## config.mk

```make
export PLATFORM = sky130hd
export DESIGN_NAME = branch_resolve_unit
export DESIGN_NICKNAME = d
export VERILOG_FILES = /design/src/rtl/br_pkg.sv /design/src/rtl/br_cond_eval.sv /design/src/rtl/branch_resolve_unit.sv
export SDC_FILE = /design/constraint.sdc
export NUM_CORES = 1
export LEC_CHECK = 0
export ABC_AREA = 1
export BUFFER_PORTS_ARGS = -buffer_cell sky130_fd_sc_hd__buf_4
export CAP_MARGIN = 20
export CORE_UTILIZATION = 40
export CTS_BUF_LIST = sky130_fd_sc_hd__clkbuf_2
export DETAILED_ROUTE_END_ITERATION = 10
export MAX_ROUTING_LAYER = met4
export PLACE_DENSITY = 0.63
export SETUP_SLACK_MARGIN = 0.3
export SLEW_MARGIN = 0
export SYNTH_ARGS = -nofsm -noshare
export SYNTH_HDL_FRONTEND = slang
export SYNTH_SLANG_ARGS = --single-unit
```

## constraint.sdc

```tcl
create_clock -name clk -period 5.35 [get_ports clk]
set_input_delay 0.2675 -clock clk [delete_from_list [all_inputs] [get_ports clk]]
set_output_delay 0.2675 -clock clk [all_outputs]
set_load 0.03 [all_outputs]
```

## src/rtl/br_pkg.sv

```systemverilog
// Shared encodings and the per-lane branch record for the branch resolve unit.
package br_pkg;

  // Branch condition encodings carried on br_op; 6 and 7 are reserved and behave as NONE.
  localparam logic [2:0] BR_NONE   = 3'd0;
  localparam logic [2:0] BR_UNCOND = 3'd1;
  localparam logic [2:0] BR_BEQ    = 3'd2;
  localparam logic [2:0] BR_BGT    = 3'd3;
  localparam logic [2:0] BR_BNE    = 3'd4;
  localparam logic [2:0] BR_BLE    = 3'd5;

  // Values found in the flags register.
  localparam int unsigned FLAG_EQ = 32'd1;
  localparam int unsigned FLAG_GT = 32'd2;

  // Width of the PC fields in the lane record; the top level's XLEN must match it.
  localparam int unsigned BR_XLEN = 32'd16;

  // One lane of a captured branch group.
  typedef struct packed {
    logic [2:0]         op;
    logic [BR_XLEN-1:0] target;
    logic [BR_XLEN-1:0] fallthru;
    logic               pred;
  } lane_rec_t;

  // True for the opcodes that can change control flow (and hence can mispredict).
  function automatic logic br_is_branch(input logic [2:0] op);
    logic is_br;
    case (op)
      BR_UNCOND, BR_BEQ, BR_BGT, BR_BNE, BR_BLE: is_br = 1'b1;
      default:                                   is_br = 1'b0;
    endcase
    return is_br;
  endfunction

endpackage

```

## src/rtl/br_cond_eval.sv

```systemverilog
// Per-lane condition evaluator: turns a branch opcode and the flags snapshot
// into a taken decision. Purely combinational.
module br_cond_eval
  import br_pkg::*;
#(
  parameter int XLEN = 16
) (
  input  logic [2:0]      op,
  input  logic [XLEN-1:0] flags,
  output logic            taken
);

  logic is_eq_s;
  logic is_gt_s;

  assign is_eq_s = (flags == XLEN'(FLAG_EQ));
  assign is_gt_s = (flags == XLEN'(FLAG_GT));

  // Decode the condition against the flags; NONE and reserved codes are never taken.
  always_comb begin
    taken = 1'b0;
    case (op)
      BR_UNCOND: taken = 1'b1;
      BR_BEQ:    taken = is_eq_s;
      BR_BGT:    taken = is_gt_s;
      BR_BNE:    taken = ~is_eq_s;
      BR_BLE:    taken = ~is_gt_s;
      default:   taken = 1'b0;
    endcase
  end

endmodule

```

## src/rtl/branch_resolve_unit.sv

```systemverilog
// Multi-lane branch resolve unit. Stage 1 captures a lane group together with a
// snapshot of the flags register; stage 2 evaluates every lane, picks the oldest
// mispredicting lane and registers a single redirect, squashing younger lanes
// and the group queued behind it. A saturating counter tracks taken branches.
module branch_resolve_unit
  import br_pkg::*;
#(
  parameter  int LANES    = 2,
  parameter  int XLEN     = 16,
  parameter  int NREGS    = 8,
  parameter  int FLAG_IDX = 7,
  parameter  int CNT_W    = 16,
  localparam int LANE_W   = (LANES > 1) ? $clog2(LANES) : 1
) (
  input  logic                   clk,
  input  logic                   reset,
  input  logic [LANES-1:0]       in_valid,
  output logic                   in_ready,
  input  logic [LANES*3-1:0]     br_op,
  input  logic [LANES*XLEN-1:0]  br_target,
  input  logic [LANES*XLEN-1:0]  br_fallthru,
  input  logic [LANES-1:0]       pred_taken,
  input  logic [NREGS*XLEN-1:0]  regval,
  input  logic                   flush,
  output logic                   redirect_valid,
  output logic [XLEN-1:0]        redirect_pc,
  output logic [LANE_W-1:0]      redirect_lane,
  output logic [CNT_W-1:0]       taken_count
);

  // Stage 1 state
  logic [LANES-1:0]  s1_valid_r;
  lane_rec_t         s1_rec_r [LANES];
  logic [XLEN-1:0]   s1_flags_r;

  // Registered outputs
  logic              in_ready_r;
  logic              redirect_valid_r;
  logic [XLEN-1:0]   redirect_pc_r;
  logic [LANE_W-1:0] redirect_lane_r;
  logic [CNT_W-1:0]  taken_count_r;

  // Combinational stage-2 results
  lane_rec_t         in_rec_s [LANES];
  logic [XLEN-1:0]   flags_in_s;
  logic [LANES-1:0]  taken_s;
  logic [LANES-1:0]  mispredict_s;
  logic [LANES-1:0]  count_mask_s;
  logic              win_found_s;
  logic [LANE_W-1:0] win_lane_s;
  logic [XLEN-1:0]   win_pc_s;
  logic [CNT_W:0]    sum_s;
  logic [CNT_W-1:0]  count_next_s;
  logic              redirect_fire_s;
  logic              capture_s;
  logic              unused_regval_s;

  assign flags_in_s = regval[FLAG_IDX*XLEN +: XLEN];
  // Only the flags slot is consumed; the rest of the register file is ignored.
  assign unused_regval_s = ^regval;

  // Unpack the flat lane buses into per-lane records.
  always_comb begin
    for (int i = 0; i < LANES; i++) begin
      in_rec_s[i].op       = br_op[i*3 +: 3];
      in_rec_s[i].target   = br_target[i*XLEN +: XLEN];
      in_rec_s[i].fallthru = br_fallthru[i*XLEN +: XLEN];
      in_rec_s[i].pred     = pred_taken[i];
    end
  end

  // One condition evaluator per lane against the group's flags snapshot.
  for (genvar g = 0; g < LANES; g++) begin : g_lane
    br_cond_eval #(.XLEN(XLEN)) u_eval (
      .op    (s1_rec_r[g].op),
      .flags (s1_flags_r),
      .taken (taken_s[g])
    );
    assign mispredict_s[g] = s1_valid_r[g] & br_is_branch(s1_rec_r[g].op)
                           & (taken_s[g] != s1_rec_r[g].pred);
  end

  // Oldest-lane priority select; lanes younger than the winner are dropped from the count.
  always_comb begin
    win_found_s  = 1'b0;
    win_lane_s   = {LANE_W{1'b0}};
    win_pc_s     = {XLEN{1'b0}};
    count_mask_s = {LANES{1'b0}};
    for (int i = 0; i < LANES; i++) begin
      if (win_found_s) begin
        count_mask_s[i] = 1'b0;
      end else if (mispredict_s[i]) begin
        win_found_s     = 1'b1;
        win_lane_s      = LANE_W'(i);
        win_pc_s        = taken_s[i] ? s1_rec_r[i].target : s1_rec_r[i].fallthru;
        count_mask_s[i] = s1_valid_r[i];
      end else begin
        count_mask_s[i] = s1_valid_r[i];
      end
    end
  end

  // Saturating add of the surviving taken lanes to the statistics counter.
  always_comb begin
    sum_s = {1'b0, taken_count_r};
    for (int i = 0; i < LANES; i++) begin
      if (count_mask_s[i] && taken_s[i]) begin
        sum_s = sum_s + {{CNT_W{1'b0}}, 1'b1};
      end else begin
        sum_s = sum_s;
      end
    end
    if (sum_s[CNT_W]) begin
      count_next_s = {CNT_W{1'b1}};
    end else begin
      count_next_s = sum_s[CNT_W-1:0];
    end
  end

  // Flush overrides both the redirect and any capture; a redirect drops the incoming group.
  assign redirect_fire_s = win_found_s & ~flush;
  assign capture_s       = in_ready_r & (|in_valid) & ~flush & ~redirect_fire_s;

  // Stage 1 capture of the lane group and its flags snapshot.
  always_ff @(posedge clk or negedge reset) begin
    if (!reset) begin
      s1_valid_r <= {LANES{1'b0}};
      s1_flags_r <= {XLEN{1'b0}};
      for (int i = 0; i < LANES; i++) begin
        s1_rec_r[i] <= '{op: 3'd0, target: {BR_XLEN{1'b0}}, fallthru: {BR_XLEN{1'b0}}, pred: 1'b0};
      end
    end else if (capture_s) begin
      s1_valid_r <= in_valid;
      s1_flags_r <= flags_in_s;
      for (int i = 0; i < LANES; i++) begin
        s1_rec_r[i] <= in_rec_s[i];
      end
    end else begin
      s1_valid_r <= {LANES{1'b0}};
    end
  end

  // Stage 2 result registers: redirect pulse, ready bubble and taken counter.
  always_ff @(posedge clk or negedge reset) begin
    if (!reset) begin
      in_ready_r       <= 1'b0;
      redirect_valid_r <= 1'b0;
      redirect_pc_r    <= {XLEN{1'b0}};
      redirect_lane_r  <= {LANE_W{1'b0}};
      taken_count_r    <= {CNT_W{1'b0}};
    end else begin
      in_ready_r       <= ~redirect_fire_s;
      redirect_valid_r <= redirect_fire_s;
      redirect_pc_r    <= redirect_fire_s ? win_pc_s : {XLEN{1'b0}};
      redirect_lane_r  <= redirect_fire_s ? win_lane_s : {LANE_W{1'b0}};
      if (!flush) begin
        taken_count_r <= count_next_s;
      end else begin
        taken_count_r <= taken_count_r;
      end
    end
  end

  assign in_ready       = in_ready_r;
  assign redirect_valid = redirect_valid_r;
  assign redirect_pc    = redirect_pc_r;
  assign redirect_lane  = redirect_lane_r;
  assign taken_count    = taken_count_r;

endmodule

```

# After elaboration in Yosys (flattened, before gate mapping)
# Index checks and enable logic that the tools add are counted.
# Widths: inputs -> output; s select.
word_totals:
  register_bits: 125
  output_inout_bits: 35
  input_bits: 205
  elab_cells: 68
classes:
  eq_ne: 14
  mux: 20
  addsub: 2
  bitwise_logic: 12
  reduce_logical: 5
op_table:
  columns: ["operator", "n"]
  rows:
  - ["$mux 16", 7]
  - ["$mux 17", 2]
  - ["$add 16x1->17 const B", 1]
  - ["$add 17x1->17 const B", 1]
  - ["$eq 16x1->1 const B", 1]
  - ["$eq 16x2->1 const B", 1]
  - ["$eq 3x2->1 const B", 4]
  - ["$eq 3x3->1 const B", 4]
  - ["$pmux 1 s5", 2]
  - ["$reduce_or 5->1", 2]
  - ["$and 1x1->1", 8]
  - ["$mux 1", 8]
  - ["$eq 3x1->1 const B", 2]
  - ["$not 1->1", 4]
  - ["$logic_and 1x1->1", 2]
  - ["$mux 2", 1]
  - ["$ne 1x1->1", 2]
  - ["$reduce_or 2->1", 1]

# Longest topological paths before layout
# Gate-level depths: netlist (run 1).
logic_depth:
  depth_word: 11
  mapped_depth: 21
  depth_no_buf: 21

# Hierarchy
# A second synthesis (run 1) with hierarchy kept.
unflattened:
  cells_unflattened: 846
  area_unflattened_um2: 6543.8
modules_own_cells:
  columns: ["module", "area_each_um2", "cells_per_inst", "instances", "seq_area_each_um2"]
  rows:
  - ["branch_resolve_unit", 6223.5, 776, 1, 3128.0]
  - ["br_cond_eval", 160.2, 35, 2, 0.0]

# Worst setup path before layout (run 1)
# Ideal clock, no wire load.
synth_path:
  kind: "reg2reg"
  startpoint: "register taken_count_r[0], in the netlist taken_count[0]"
  endpoint: "register taken_count_r[10], in the netlist taken_count[10]"
  setup_ns: 0.072
  required_time_ns: 5.278
  path_stages_with_launch: 14
  path_slack_ns: 2.953
  arrival_time_ns: 2.326
  period_less_slack_ns: 2.397
  n_path_buf: 0
  cell_sequence: "dfrtp_1 -> ha_1 -> nand2_1 -> nor2_1 -> nand3_1 -> nor2_1 -> nand2_1 -> xnor2_1 -> nand2_1 -> nor2_1 -> nand2_1 -> o21ai_2 -> nor2_1 -> nor2_1"
synth_between:
  elab_chain_cells: 5
synth_lines:
  columns: ["element", "line", "text"]
  rows:
  - ["start: declaration", "branch_resolve_unit.sv:41", "logic [CNT_W-1:0] taken_count_r;"]
  - ["start signal: assignment", "branch_resolve_unit.sv:150", "taken_count_r <= {CNT_W{1'b0}};"]
  - ["start signal: assignment", "branch_resolve_unit.sv:157", "taken_count_r <= count_next_s;"]
  - ["start signal: assignment", "branch_resolve_unit.sv:159", "taken_count_r <= taken_count_r;"]
  - ["$add 16x1->17", "branch_resolve_unit.sv:108", "sum_s = sum_s + {{CNT_W{1'b0}}, 1'b1};"]
  - ["$mux 17 (*)", "branch_resolve_unit.sv:107", "if (count_mask_s[i] && taken_s[i]) begin"]
  - ["$add 17x1->17", "branch_resolve_unit.sv:108", null]
  - ["$mux 17 (*)", "branch_resolve_unit.sv:107", null]
  - ["$mux 16 (*)", "branch_resolve_unit.sv:113", "if (sum_s[CNT_W]) begin"]
# Mark *: on every way between the ends. The rest lies on a longest branch, timed or not.
# A chain may end at the register's enable or synchronous reset.

# Final worst setup path (run 1)
layout_path:
  startpoint: "register s1_flags_r[15]"
  endpoint: "register s1_flags_r[13]"
layout_between:
  elab_chain_cells: 10
  word_cells_on_any_way: 16
  classes_between: "4 x eq/ne; 5 x mux; 7 x bitwise"
layout_lines:
  columns: ["element", "line", "text"]
  rows:
  - ["start: declaration", "branch_resolve_unit.sv:34", "logic [XLEN-1:0] s1_flags_r;"]
  - ["start signal: assignment", "branch_resolve_unit.sv:128", "s1_flags_r <= {XLEN{1'b0}};"]
  - ["start signal: assignment", "branch_resolve_unit.sv:134", "s1_flags_r <= flags_in_s;"]
  - ["$eq 16x2->1 or $eq 16x1->1 (tied branches)", "br_cond_eval.sv:17, br_cond_eval.sv:16", null]
  - ["$not 1->1, on equally long branches", "br_cond_eval.sv:27, br_cond_eval.sv:26", null]
  - ["$pmux 1 s5", "br_cond_eval.sv:22", "case (op)"]
  - ["$ne 1x1->1", "branch_resolve_unit.sv:80", "& (taken_s[g] != s1_rec_r[g].pred);"]
  - ["$and 1x1->1", "branch_resolve_unit.sv:80", null]
  - ["$mux 1", "branch_resolve_unit.sv:92", "end else if (mispredict_s[i]) begin"]
  - ["$mux 1 (*)", "branch_resolve_unit.sv:90", "if (win_found_s) begin"]
  - ["$and 1x1->1 (*)", "branch_resolve_unit.sv:121", "assign redirect_fire_s = win_found_s & ~flush;"]
  - ["$not 1->1 (*)", "branch_resolve_unit.sv:122", "assign capture_s = in_ready_r & (|in_valid) & ~flush & ~redirect_fire_s;"]
  - ["$and 1x1->1 (*)", "branch_resolve_unit.sv:122", null]
# Marks and branches as above.

==> results of run 1 <==
[metrics by stage]
step	power [W]	instance area, µm²
2_1_floorplan	0.00223	6730
3_3_place_gp	0.00257	7800
3_5_place_dp	0.00259	7820
4_1_cts	0.00338	9050
5_1_grt	0.00361	9050
6_report	0.00336	9050
[worst max-delay path, cell delays in order (launching register included)]
cell,delay [ns]
dfrtp_1,0.41
nor2_1,0.11
nand2_1,0.09
nor2_4,0.16
nand2_2,0.10
o211ai_2,0.15
nand2_2,0.31
inv_2,0.31
nand2_1,0.07
nand2_1,0.07
nor3_2,0.06
o21ai_4,0.34
o2111ai_4,0.38
buf_4,0.38
nand2_1,0.13
o21ai_2,0.06
[area by class of cell]
type,count,area (µm²),area share [%]
repair buffers,226,1980,21.8
clock inverters,14,215,2.38
flip-flops and latches,125,3130,34.6
well taps,220,275,3.04
inverters,150,563,6.22
clock buffers,18,90.1,0.995
multi-input cells,549,2800,31.0
[logic make-up after synthesis]
group	count (synthesis)	share of synthesized area [%]
buffers and inverters	181	11.8
and+or+nand+nor	388	25.0
AOI/OAI and AO/OA	144	14.3
muxes	9	1.34
xor gates and xnor gates	7	0.912
DFF	125	46.5
adders and majority gates	1	0.186
[routing by layer]
metal	vias to the layer above	wire length, µm
met1	2835	7870
met5	-	0
met3	23	696
met4	0	278
met2	156	8390
li1	3125	-
[how the worst min path moves through the flow]
stage	end	depth (start not counted)	start
2_1_floorplan	in_ready	0	reset
5_1_grt	taken_count[3]	2	reset
6_report	taken_count[3]	2	reset
3_5_place_dp	taken_count[3]	1	reset
3_3_place_gp	taken_count[6]	1	reset
4_1_cts	taken_count[3]	2	reset
[timing repair]
| item | in CTS | in global routing |
|---|---|---|
| setup buffers | 0 | 0 |
| hold endpoints to repair | 159 | 0 |
| hold buffers | 92 | 0 |
[cells in the final DEF (no fill, tap or decap), drive strengths merged]
cell / count
o21bai: 1
or2: 14
nor3: 12
nor2: 66
buf: 134
mux2i: 9
xor2: 6
xnor2: 1
a22oi: 1
o2111ai: 1
clkinvlp: 3
nand4: 4
inv: 151
dfrtp: 125
nand3: 59
nand3b: 5
ha: 1
clkbuf: 18
or4: 1
o22ai: 3
clkinv: 5
o21ai: 104
dlygate4sd3: 92
o211ai: 15
nor4: 4
nand2: 223
a21oi: 19
bufinv: 5
[where the power goes]
group | internal [W] | total, W | switching [W]
clock | 0.000356 | 0.000727 | 0.000370
combinational | 0.000505 | 0.00134 | 0.000833
sequential | 0.00113 | 0.00130 | 0.000162
[state kept, by name (all words and copies together) (netlist names)]
register,flops
s1_rec_r,72
redirect_valid,1
s1_valid_r,2
redirect_pc,16
taken_count,16
redirect_lane,1
in_ready,1
s1_flags_r,16
==> results.sh, run 1 <==
export IMPL_maxCapViolCount=0
export IMPL_postLayoutSetupSlackWorst_ns=2.06
export IMPL_finish_utilization_pct=54.8
export IMPL_regToRegSetupSlack_ns=2.06
export IMPL_port_buffers=127
export IMPL_final_cells=1302
export IMPL_die_width_um=132
export IMPL_slew_viol_final=0
export IMPL_num_antenna_cells=0
export IMPL_fmax_mhz=304
export IMPL_synth_area_top_cells="dfrtp_1, nand2_1, inv_1"
export IMPL_netlist_area_leader_share_pct=46.5
export IMPL_dp_hpwl_um=11500
export IMPL_rsz0062_at_grt="false"
export IMPL_ys_async_sr_fraction_pct=100
export IMPL_finalSetupViolations=0
export IMPL_synth_seq_cells=125
export IMPL_drt_iter0_markers=367
export IMPL_start_util_pct=40.7
export IMPL_ys_top_cells_by_count="nand2_1, inv_1, dfrtp_1"
export IMPL_hold_violations=0
export IMPL_synthToLayoutAreaGrowth_pct=34.6
export IMPL_finalCritPeriodShare_pct=61.5
export IMPL_placed_cells=1178
export IMPL_htreeDepth=4
export IMPL_viasPerCell=4.72
export IMPL_top_usage_layer="met2"
export IMPL_first_pass_iters=5
export IMPL_dp_slack_ns=2.04
export IMPL_synthCells=855
export IMPL_grt_max_degree=66
export IMPL_synth_area_mm2=0.00673
export IMPL_cts_sinks=125
export IMPL_ios=240
export IMPL_ant_nets=0
export IMPL_cp_max_fo=33
export IMPL_post_cts_resized=0
export IMPL_grt_pass1_vias=6019
export IMPL_hold_class="input port to asynchronous set/reset pin"
export IMPL_worstReg2RegEnd="s1_flags_r[13]"
export IMPL_grtUsageMet3_pct=4.44
export IMPL_reg2reg_depth=15
export IMPL_crit_type="register to register"
export IMPL_ys_types=38
export IMPL_peakVddDrop_uv=224
export IMPL_track_usage_pct=21.7
export IMPL_fp_row_count=47
export IMPL_wire_per_inst_um=13.2
export IMPL_clk_pin_slew_worst_paths_ns=0.19
export IMPL_fin_hold_ws_ns=0.115
export IMPL_relSlewSlack_pct=44.8
export IMPL_cp_required_ns=5.91
export IMPL_finClkSkew_ns=0.0455
export IMPL_crit_arrival_ns=3.85
export IMPL_tns_ns=0
export IMPL_grt_pass1_wl_um=28800
export IMPL_crit_end="s1_flags_r[13]"
export IMPL_fin_nets=1275
export IMPL_tightest_slew_ns=0.828
export IMPL_die_h_um=132
export IMPL_fp_coreArea_mm2=0.0165
export IMPL_power_leakage_nw=4.72
export IMPL_finalWeightedCongestion=0.923
export IMPL_fin_crit_ns=3.29
export IMPL_die_area_mm2=0.0173
export IMPL_status="complete, no violations"
export IMPL_met2_usage_pct=36.3
export IMPL_vias=6139
export IMPL_cts_root_buf="clkbuf_2"
export IMPL_grt_overflow=0
export IMPL_syn_area_per_cell_um2=7.87
export IMPL_antenna_found_initial=0
export IMPL_cts_buffers=17
export IMPL_cts_max_path_buffers=2
export IMPL_fillers=1506
export IMPL_drcViolationCount=0
export IMPL_cp_start_kind="register"
export IMPL_synth_largest_area_cell="dfrtp_1"
export IMPL_syn_nets=1061
export IMPL_tritoncts="yes"
export IMPL_synth_ff_type="dfrtp_1"
export IMPL_use_met1_pct=26.4
export IMPL_cellPowerDensity_mw_per_mm2=371
export IMPL_rr_startpoint="s1_flags_r[15]"
export IMPL_drive_above_1_share_pct=22.2
export IMPL_ys_warn_count=0
export IMPL_synth_sequential_area_ratio_pct=46.5
export IMPL_cp_startpoint="s1_flags_r[15]"
export IMPL_synth_most_common_cell="nand2_1"
export IMPL_synth_edf_count=0
export IMPL_routed_wl_um=17200
export IMPL_insertion_delay_ns=0.69
export IMPL_worst_setup_path_end_kind="register"
Note: power is estimated with default switching activity, not from simulation.
==> inputs of run 2 (changes only) <==
--- a/config.mk
+++ b/config.mk
@@ -12,7 +12,7 @@
 export CTS_BUF_LIST = sky130_fd_sc_hd__clkbuf_2
 export DETAILED_ROUTE_END_ITERATION = 10
 export MAX_ROUTING_LAYER = met4
-export PLACE_DENSITY = 0.63
+export PLACE_DENSITY = 0.65
 export SETUP_SLACK_MARGIN = 0.3
 export SLEW_MARGIN = 0
 export SYNTH_ARGS = -nofsm -noshare
==> constraint.sdc (replaced) <==
create_clock -name clk -period 2.9 [get_ports clk]
set_input_delay 0.145 -clock clk [delete_from_list [all_inputs] [get_ports clk]]
set_output_delay 0.145 -clock clk [all_outputs]
set_load 0.03 [all_outputs]
==> results.sh, run 2 (same netlist as run 1, synthesis figures left out) <==
export IMPL_status="complete, no violations"
export IMPL_die_width_um=132
export IMPL_htreeDepth=4
export IMPL_finClkSkew_ns=0.0298
export IMPL_cts_sinks=125
export IMPL_routed_wl_um=20200
export IMPL_final_cells=1354
export IMPL_viasPerCell=4.91
export IMPL_hold_class="input port to register"
export IMPL_use_met1_pct=28.2
export IMPL_power_frac_comb_pct=47.8
export IMPL_rsz0062_at_grt="true"
export IMPL_top_register="s1_rec_r"
export IMPL_worst_setup_path_end_kind="register"
export IMPL_drt_iter0_markers=354
export IMPL_postLayoutSetupSlackWorst_ns=0.208
export IMPL_dp_hpwl_um=11700
export IMPL_p_sw_w=0.00293
export IMPL_vias=6654
export IMPL_final_area_mm2=0.0101
export IMPL_tritoncts="yes"
export IMPL_drcViolationCount=0
export IMPL_hold_violations=0
export IMPL_peakVddDrop_uv=380
export IMPL_intPower_w=0.00405
export IMPL_cts_max_path_buffers=2
export IMPL_fillers=1416
export IMPL_cp_start_kind="register"
export IMPL_tightest_slew_ns=0.573
export IMPL_grt_overflow=0
export IMPL_fmax_mhz=371
export IMPL_crit_arrival_ns=3.26
export IMPL_ant_nets=0
export IMPL_cts_root_buf="clkbuf_2"
export IMPL_finalSetupViolations=0
export IMPL_grtUsageMet3_pct=4.51
export IMPL_start_util_pct=40.7
export IMPL_die_area_mm2=0.0173
export IMPL_dp_slack_ns=0.201
export IMPL_placed_area_mm2=0.00789
export IMPL_sequentialPowerShare_pct=34.2
export IMPL_wire_per_inst_um=14.9
export IMPL_synthToLayoutAreaGrowth_pct=49.5
export IMPL_layout_common_cells="nand2_1, buf_4, inv_1, dfrtp_1, dlygate4sd3_1"
export IMPL_met2_usage_pct=38.5
export IMPL_insertion_delay_ns=0.68
export IMPL_finalWeightedCongestion=0.837
export IMPL_sw_frac_of_total_pct=42.0
export IMPL_grt_pass1_vias=6375
export IMPL_fin_nets=1328
export IMPL_tns_ns=0
export IMPL_fp_coreArea_mm2=0.0165
export IMPL_die_h_um=132
export IMPL_cts_buffers=17
export IMPL_track_usage_pct=23.0
export IMPL_slew_viol_final=0
export IMPL_fp_row_count=47
export IMPL_cp_max_fo=8
export IMPL_antenna_found_initial=0
export IMPL_ios=240
export IMPL_grt_max_degree=65
export IMPL_fin_crit_ns=2.69
export IMPL_placed_cells=1188
export IMPL_largest_register_ffs=72
export IMPL_cp_startpoint="s1_flags_r[8]"
export IMPL_finalCritPeriodShare_pct=92.8
export IMPL_rr_startpoint="s1_flags_r[8]"
export IMPL_top_usage_layer="met2"
export IMPL_cellPowerDensity_mw_per_mm2=694
export IMPL_drive_above_1_share_pct=31.7
export IMPL_clk_pin_slew_worst_paths_ns=0.21
export IMPL_num_antenna_cells=0
export IMPL_p_clk_share_pct=18.1
export IMPL_cp_required_ns=3.47
export IMPL_crit_type="register to register"
export IMPL_port_buffers=127
export IMPL_maxCapViolCount=0
export IMPL_power_leakage_nw=5.12
export IMPL_fin_hold_ws_ns=0.233
export IMPL_layout_commonest_cell="nand2_1"
export IMPL_relSlewSlack_pct=61.7
export IMPL_hp_start="br_target[26]"
export IMPL_first_pass_iters=5
export IMPL_grt_pass1_wl_um=30700
[run 2: cell types whose count changed in the layout (fill, tap and decap cells not counted), sizes merged]
| cell | previous run | this run |
|---|---|---|
| clkinvlp | 3 | 4 |
| buf | 134 | 177 |
| clkbuf | 18 | 25 |
| bufinv | 5 | 4 |
| dlygate4sd3 | 92 | 94 |
[run 2: layer usage]
layer | up-vias | part of all wire [%]
met5 | - | 0
met4 | 0 | 1.9
met3 | 35 | 4.6
met2 | 198 | 51
met1 | 3189 | 43
li1 | 3232 | -
[run 2: cell type report]
type | instances | area, µm² | area share, %
flip-flops and latches | 125 | 3130 | 31.1
clock inverters | 14 | 189 | 1.88
inverters | 150 | 572 | 5.69
multi-input cells | 549 | 3180 | 31.6
well taps | 220 | 275 | 2.74
clock buffers | 17 | 85.1 | 0.846
repair buffers | 279 | 2630 | 26.1
[run 2: what timing repair did]
item,4_1_cts,5_1_grt
cloned,1,12
setup buffers,5,22
hold buffers,94,0
pin swaps,2,40
resized for setup,11,115
endpoints found under the setup margin,74,122
hold endpoints to repair,223,0
[run 2: final timing paths]
path,endpoint,slack [ns],depth (start not counted)
max in group asynchronous,s1_rec_r[57],0.95,5
min in group asynchronous,taken_count[2],0.50,3
max reg2reg,taken_count[15],0.21,19
max,taken_count[15],0.21,19
min reg2reg,s1_rec_r[57],0.50,2
min,s1_rec_r[27],0.23,4
[run 2: power by group through the flow]
stage	Sequential, W	Clock (W)	Combinational (W)
global route	0.00243	0.00136	0.00365
finish	0.00238	0.00126	0.00333
detailed placement	0.00240	0	0.00244
global placement	0.00239	0	0.00241
CTS	0.00237	0.00129	0.00264
floorplan	0.00254	0	0.00157
[run 2: per-stage QoR]
stage	power (W)	util, %
2_1_floorplan	0.00411	-
3_3_place_gp	0.00480	47.8
3_5_place_dp	0.00484	47.8
4_1_cts	0.00630	55.8
5_1_grt	0.00744	60.9
6_report	0.00698	60.9
[run 2: worst max-delay path, stage by stage (launching register included)]
cell and delay, ns:
dfrtp_1 0.42, nor2_1 0.11, nand2_1 0.09, nor2_4 0.17, nand2_4 0.08, nand2_2 0.06
nand3b_1 0.19, nand2_8 0.22, buf_12 0.14, nand2_1 0.06, nand2_2 0.09, nand2_4 0.08
nor2_4 0.13, nand2_2 0.07, nor2_4 0.16, nand3_2 0.08, nand2_1 0.06, nand2_1 0.05
o21bai_1 0.21, nand2_1 0.09
